--- src/rtl/logisim_subtractor.sv ---
// Unsigned subtractor with borrow in/out: result = dataA - dataB - borrowIn.
// Latency: 1 cycle, result and borrowOut are registered.
// No backpressure: a new operation is accepted on every clock edge.
module logisim_subtractor #(
    parameter int nrOfBits     = 32,
    parameter int extendedBits = 33
) (
    input  logic                clk,
    input  logic                rst,
    input  logic                borrowIn,
    input  logic [nrOfBits-1:0] dataA,
    input  logic [nrOfBits-1:0] dataB,
    output logic [nrOfBits-1:0] result,
    output logic                borrowOut
);

    // The extra top bit of the difference is the borrow; any other width
    // would silently truncate or mis-place it, so refuse to elaborate.
    generate
        if (nrOfBits < 1) begin : g_bad_width
            $error("logisim_subtractor: nrOfBits must be at least 1");
        end
        if (extendedBits != nrOfBits + 1) begin : g_bad_ext
            $error("logisim_subtractor: extendedBits must equal nrOfBits+1");
        end
    endgenerate

    logic [extendedBits-1:0] diff;

    // Zero-extended difference; a borrow out of the MSB shows up as a 1 in
    // the top bit because the operands are treated as unsigned.
    always_comb begin
        diff = extendedBits'(dataA) - extendedBits'(dataB) - extendedBits'(borrowIn);
    end

    // Output register; reset wins over the load and drops the in-flight op.
    always_ff @(posedge clk) begin
        if (rst) begin
            result    <= '0;
            borrowOut <= 1'b0;
        end else begin
            result    <= diff[nrOfBits-1:0];
            borrowOut <= diff[extendedBits-1];
        end
    end

endmodule

--- config.mk ---
export PLATFORM = sky130hd
export DESIGN_NAME = logisim_subtractor
export DESIGN_NICKNAME = d
export VERILOG_FILES = /design/src/rtl/logisim_subtractor.sv
export SDC_FILE = /design/constraint.sdc
export NUM_CORES = 1
export LEC_CHECK = 0
export ABC_AREA = 1
export BUFFER_PORTS_ARGS = -buffer_cell sky130_fd_sc_hd__buf_2
export CORE_ASPECT_RATIO = 1.25
export CORE_MARGIN = 3
export CORE_UTILIZATION = 45
export CTS_BUF_LIST = sky130_fd_sc_hd__clkbuf_4 sky130_fd_sc_hd__clkbuf_8
export CTS_CLUSTER_SIZE = 8
export DETAILED_ROUTE_END_ITERATION = 12
export PLACE_DENSITY = 0.69
export SKIP_CTS_REPAIR_TIMING = 1
export SYNTH_ARGS = -nofsm -noshare
export SYNTH_HDL_FRONTEND = slang
export SYNTH_SLANG_ARGS = --single-unit
--- constraint.sdc ---
create_clock -name clk -period 5.95 [get_ports clk]
set_input_delay 1.4875 -clock clk [delete_from_list [all_inputs] [get_ports clk]]
set_output_delay 1.4875 -clock clk [all_outputs]
set_load 0.005 [all_outputs]
==> results of run 1 <==
## stage by stage
step                      setup WS, ns  hold WS [ns]  power [uW]  std cells
final                             2.80          1.47         951        938
after global routing              2.59          1.50        1050        938
after CTS                         2.83          1.47         963        938
after detailed placement          2.52          1.78         782        930
after global placement            2.56          1.79         773        930
after floorplan                   2.87          1.55         627        713
## final cells by class
cell class	count	area, um2
Sequential cell	33	661
Multi-Input combinational cell	457	2590
Timing Repair Buffer	99	495
Fill cell	972	3940
Clock buffer	6	76.3
Inverter	221	830
Tap cell	120	150
Clock inverter	2	10.0
## sequential cells by signal (all words and copies together), names as in the netlist
signal / flops
borrowOut: 1
result: 32
## placed cells by master (no fill, tap or decap), types with 3 or more instances in the layout
master	n
nand2_1	216
inv_1	206
buf_2	99
ha_1	62
nor2_1	52
a21oi_1	45
dfxtp_1	33
nand3_1	18
nand2_2	17
inv_2	14
o21ai_0	11
nor2_2	6
clkbuf_8	5
nor3_2	4
nand3_2	3
nor2_4	3
o21a_1	3
## logic make-up after synthesis
| logic type | count (synthesis) | synth area share |
|---|---|---|
| buf+inv | 223 | 0.206 |
| fa+ha+maj | 64 | 0.199 |
| xor+xnor | 1 | 0.00214 |
| flops | 33 | 0.161 |
| simple gates | 329 | 0.350 |
| compound gates | 63 | 0.0817 |
## power by group through the flow
stage | sequential (uW) | combinational, uW | clock (uW)
3_3_place_gp | 272 | 501 | 0
4_1_cts | 268 | 513 | 183
2_1_floorplan | 277 | 349 | 0
6_report | 267 | 508 | 176
3_5_place_dp | 272 | 509 | 0
5_1_grt | 271 | 587 | 189
## layer usage
metal  vias up  GRT usage  routed length [um]
met1      1836      0.217                4160
met4         0     0.0956                 401
met2       100      0.401                5370
met3        25     0.0268                 410
li1       2297          -                   -
met5         -          0                   0
## path summary, 6_finish.rpt
check,depth (start not counted),startpoint,slack (ns),to
max,15,borrowIn,2.80,result[26]
min,2,rst,1.47,result[1]
==> flow_metrics.env, run 1 <==
export IMPL_synthCells=713
export IMPL_relSlewSlack=0.451
export IMPL_dpl_instance_area_um2=4720
export IMPL_comb_power_share=0.534
export IMPL_cts_root_buf="clkbuf_8"
export IMPL_n_antenna_cell=0
export IMPL_yosys_top_cells_area="nand2_1, ha_1, inv_1"
export IMPL_netSwitchingPower_uw=419
export IMPL_port_buffers=99
export IMPL_synth_top_cell_area_share=0.198
export IMPL_synth_seq_cells=33
export IMPL_drc_errors=0
export IMPL_critPathCaptureType="register"
export IMPL_cts_made_buffers=5
export IMPL_max_stage_delay_ns=0.36
export IMPL_critPathSlowestCell="fa_1"
export IMPL_drt_iter0_drc=168
export IMPL_start_kind="input port"
export IMPL_grt_overflow=0
export IMPL_nets=948
export IMPL_rsz0062_at_grt="no"
export IMPL_leakage_uw=0.00318
export IMPL_worstPathBufferInverterCount=3
export IMPL_drt_pass1_iter_count=4
export IMPL_synth_edf_count=0
export IMPL_cts_path_max_buffers=2
export IMPL_fp_dieH_um=113
export IMPL_routedWlPerCell_um=11.0
export IMPL_grt_use_total=0.207
export IMPL_ys_top_cells_by_count="nand2_1, inv_1, ha_1"
export IMPL_crit_fanout=5
export IMPL_cts_htree_levels=2
export IMPL_routed_wl_um=10300
export IMPL_intPower_uw=532
export IMPL_initial_core_util=0.468
export IMPL_setup_violations=0
export IMPL_fmaxAchievable_mhz=318
export IMPL_hold_viol_final=0
export IMPL_grt_pass1_wl_um=17400
export IMPL_drv_cap=0
export IMPL_syn_area_um2=4090
export IMPL_synth_most_common_cell="nand2_1"
export IMPL_ir_worst_vdd_mv=0.0997
export IMPL_synth_flop_cell="dfxtp_1"
export IMPL_fp_dieW_um=91.3
export IMPL_drive_above_1_share=0.193
export IMPL_coreArea_um2=8750
export IMPL_final_area_um2=4810
export IMPL_grt_max_degree=28
export IMPL_syn_num_nets=844
export IMPL_yosysWarnings=0
export IMPL_crit_arrival_ns=3.33
export IMPL_worstPathRequired_ns=6.14
export IMPL_hold_path_class="input port to register"
export IMPL_drv_slew=0
export IMPL_synth_top_cell_by_area="nand2_1"
export IMPL_ant_nets=0
export IMPL_die_area_um2=10300
export IMPL_fin_tns_setup_ns=0
export IMPL_ys_seq_area_frac=0.161
export IMPL_critical_path_top_delay_family="simple AND/OR/NAND/NOR gates"
export IMPL_crit_type="input port to register"
export IMPL_worst_pin_slew_ns=0.818
export IMPL_min_period_ns=3.15
export IMPL_p_seq_frac=0.281
export IMPL_core_rowCount=38
export IMPL_clkPwrFrac=0.185
export IMPL_status="completed"
export IMPL_gp_congestion=0.823
export IMPL_cts_sinks=33
export IMPL_cp_cell_sequence="buf_2, inv_1, fa_1, inv_1, fa_1, nand2_1, nand2_1, nand2_1, nand2_1, nand2_2, nand2_1, nand2_1, nand2_1, a21oi_1, nor2_1"
export IMPL_area_growth_pct=17.6
export IMPL_synthArstFlopShare=0
export IMPL_finalCritPeriodShare=0.529
export IMPL_ios=100
export IMPL_final_core_util=0.550
export IMPL_switching_share=0.440
export IMPL_tritoncts="built"
export IMPL_power_density_nw_per_um2=198
export IMPL_antenna_found_initial=0
export IMPL_cpMostUsedCell="nand2_1"
export IMPL_routed_via_count=4258
export IMPL_synth_area_per_cell_um2=5.74
export IMPL_ys_types=30
export IMPL_clk_pin_slew_ns=0.07
export IMPL_viasPerCell=4.54
export IMPL_place_detailed_hpwl_um=8990
export IMPL_grt_pass1_vias=4141
Note: power is estimated with default switching activity, not from simulation.
==> run 2: changes to the inputs <==
- ABC_AREA: 1 -> 0
- PLACE_DENSITY: 0.69 -> 0.71
- clock period: 5.95 -> 3.1 ns (I/O delays scaled with it)
==> run 2 against run 1 <==
Net effect: final cell count down 27%; synthesized area down 16%; wire length down 18%; die area down 15%; critical path depth down 4; flip-flop and latch count unchanged; clock power up 150%; first-iteration DRC count down 38%.
==> flow_metrics.env, run 2 <==
export IMPL_status="completed"
export IMPL_tritoncts="built"
export IMPL_synth_most_common_cell="inv_1"
export IMPL_synth_edf_count=0
export IMPL_relSlewSlack=0.548
export IMPL_synth_flop_cell="dfxtp_1"
export IMPL_synthArstFlopShare=0
export IMPL_cts_sinks=33
export IMPL_fp_dieW_um=84.3
export IMPL_routedWlPerCell_um=12.3
export IMPL_fill_cells=707
export IMPL_synth_top_cell_area_share=0.225
export IMPL_cts_htree_levels=2
export IMPL_fp_dieH_um=104
export IMPL_max_stage_delay_ns=0.45
export IMPL_die_area_um2=8750
export IMPL_ir_worst_vdd_mv=0.259
export IMPL_min_period_ns=2.96
export IMPL_crit_arrival_ns=3.13
export IMPL_critPathCaptureType="register"
export IMPL_ios=100
export IMPL_worstPathRequired_ns=3.27
export IMPL_grt_overflow=0
export IMPL_reg_largest_list="result x32, borrowOut x1"
export IMPL_antenna_found_initial=0
export IMPL_drt_pass1_iter_count=4
export IMPL_core_rowCount=35
export IMPL_largest_register_ffs=32
export IMPL_cpMostUsedCell="o21ai_2"
export IMPL_gp_congestion=0.938
export IMPL_final_core_util=0.602
export IMPL_grt_max_degree=40
export IMPL_drt_iter0_drc=104
export IMPL_finalCritPeriodShare=0.955
export IMPL_yosys_top_cells_area="ha_1, dfxtp_1, inv_1"
export IMPL_viasPerCell=5.06
export IMPL_grt_use_total=0.199
export IMPL_place_detailed_hpwl_um=7190
export IMPL_cp_cell_sequence="buf_2, inv_1, fa_1, ha_1, o21ai_2, a21bo_1, a311oi_2, o21ai_2, a2111oi_4, o22ai_1, mux2_1"
export IMPL_routed_via_count=3479
export IMPL_initial_core_util=0.466
export IMPL_ys_seq_area_frac=0.192
export IMPL_worst_pin_slew_ns=0.678
export IMPL_n_antenna_cell=0
export IMPL_synth_top_cell_by_area="ha_1"
export IMPL_ys_types=56
export IMPL_clk_pin_slew_ns=0.07
export IMPL_cts_path_max_buffers=2
export IMPL_cts_root_buf="clkbuf_8"
export IMPL_hold_path_class="input port to register"
export IMPL_synth_seq_cells=33
export IMPL_hold_viol_final=0
export IMPL_crit_type="input port to register"
export IMPL_coreArea_um2=7400
export IMPL_leakage_uw=0.00248
export IMPL_synthCells=451
export IMPL_drv_cap=0
export IMPL_power_density_nw_per_um2=453
export IMPL_fmaxAchievable_mhz=338
export IMPL_worstPathBufferInverterCount=2
export IMPL_hold_ws_ns=0.807
export IMPL_drc_errors=0
export IMPL_drv_slew=0
export IMPL_yosysWarnings=0
export IMPL_routed_wl_um=8470
export IMPL_cts_made_buffers=5
export IMPL_grt_pass1_wl_um=14700
export IMPL_ant_nets=0
export IMPL_nets=725
export IMPL_final_cell_mix="inv_1, buf_2, ha_1, buf_4, nor2_1"
export IMPL_crit_fanout=3
export IMPL_setup_violations=0
export IMPL_layout_commonest_cell="inv_1"
export IMPL_start_kind="input port"
export IMPL_syn_area_um2=3450
export IMPL_area_growth_pct=29.3
export IMPL_drive_above_1_share=0.296
export IMPL_syn_num_nets=582
export IMPL_top_register="result"
export IMPL_critical_path_top_delay_family="compound AO/OA/AOI/OAI gates"
export IMPL_port_buffers=99
export IMPL_grt_pass1_vias=3443
export IMPL_rsz0062_at_grt="no"
export IMPL_critPathSlowestCell="fa_1"
export IMPL_synth_area_per_cell_um2=7.64
export IMPL_ys_top_cells_by_count="inv_1, ha_1, nor2_1"
## run 2: cell type report
| type | instances | area [um2] | area share |
|---|---|---|---|
| clock inverters | 1 | 30.0 | 0.00674 |
| clock buffers | 7 | 90.1 | 0.0202 |
| repair buffers | 147 | 856 | 0.192 |
| flip-flops and latches | 33 | 661 | 0.148 |
| multi-input cells | 304 | 2320 | 0.520 |
| inverters | 103 | 387 | 0.0867 |
| well taps | 92 | 115 | 0.0258 |
## run 2: power by group
part	total (uW)	leakage (uW)	switching (uW)	internal, uW
sequential	534	0.000275	23.6	510
combinational	1050	0.00214	545	505
clock	434	0.0000619	163	271
total	2020	0.00248	732	1290
## run 2: metal layers
layer  GRT usage  part of all wire
met5           0                 0
met3      0.0310             0.044
met1       0.207              0.38
met4      0.0747             0.027
met2       0.389              0.54
## run 2: path summary, 6_finish.rpt
kind	from	to	slack, ns	depth (start not counted)
min	dataA[1]	result[0]	0.81	3
max	borrowIn	result[29]	0.14	11
## run 2: cell families after synthesis
kind of cell / synth area share
buf+inv: 0.135
compound gates: 0.215
fa+ha+maj: 0.237
flops: 0.192
mux: 0.00654
xor+xnor: 0.0610
simple gates: 0.154
## run 2: stage by stage
stage / instances / power, uW / setup TNS, ns / setup slack [ns] / area, um2
after global routing: 687 / 2180 / 0 / 0.0415 / 4460
after floorplan: 451 / 1190 / 0 / 0.0875 / 3450
after CTS: 687 / 2030 / 0 / 0.134 / 4460
after detailed placement: 679 / 1590 / -0.511 / -0.145 / 4340
after global placement: 679 / 1580 / -0.235 / -0.0727 / 4340
final: 687 / 2020 / 0 / 0.139 / 4460
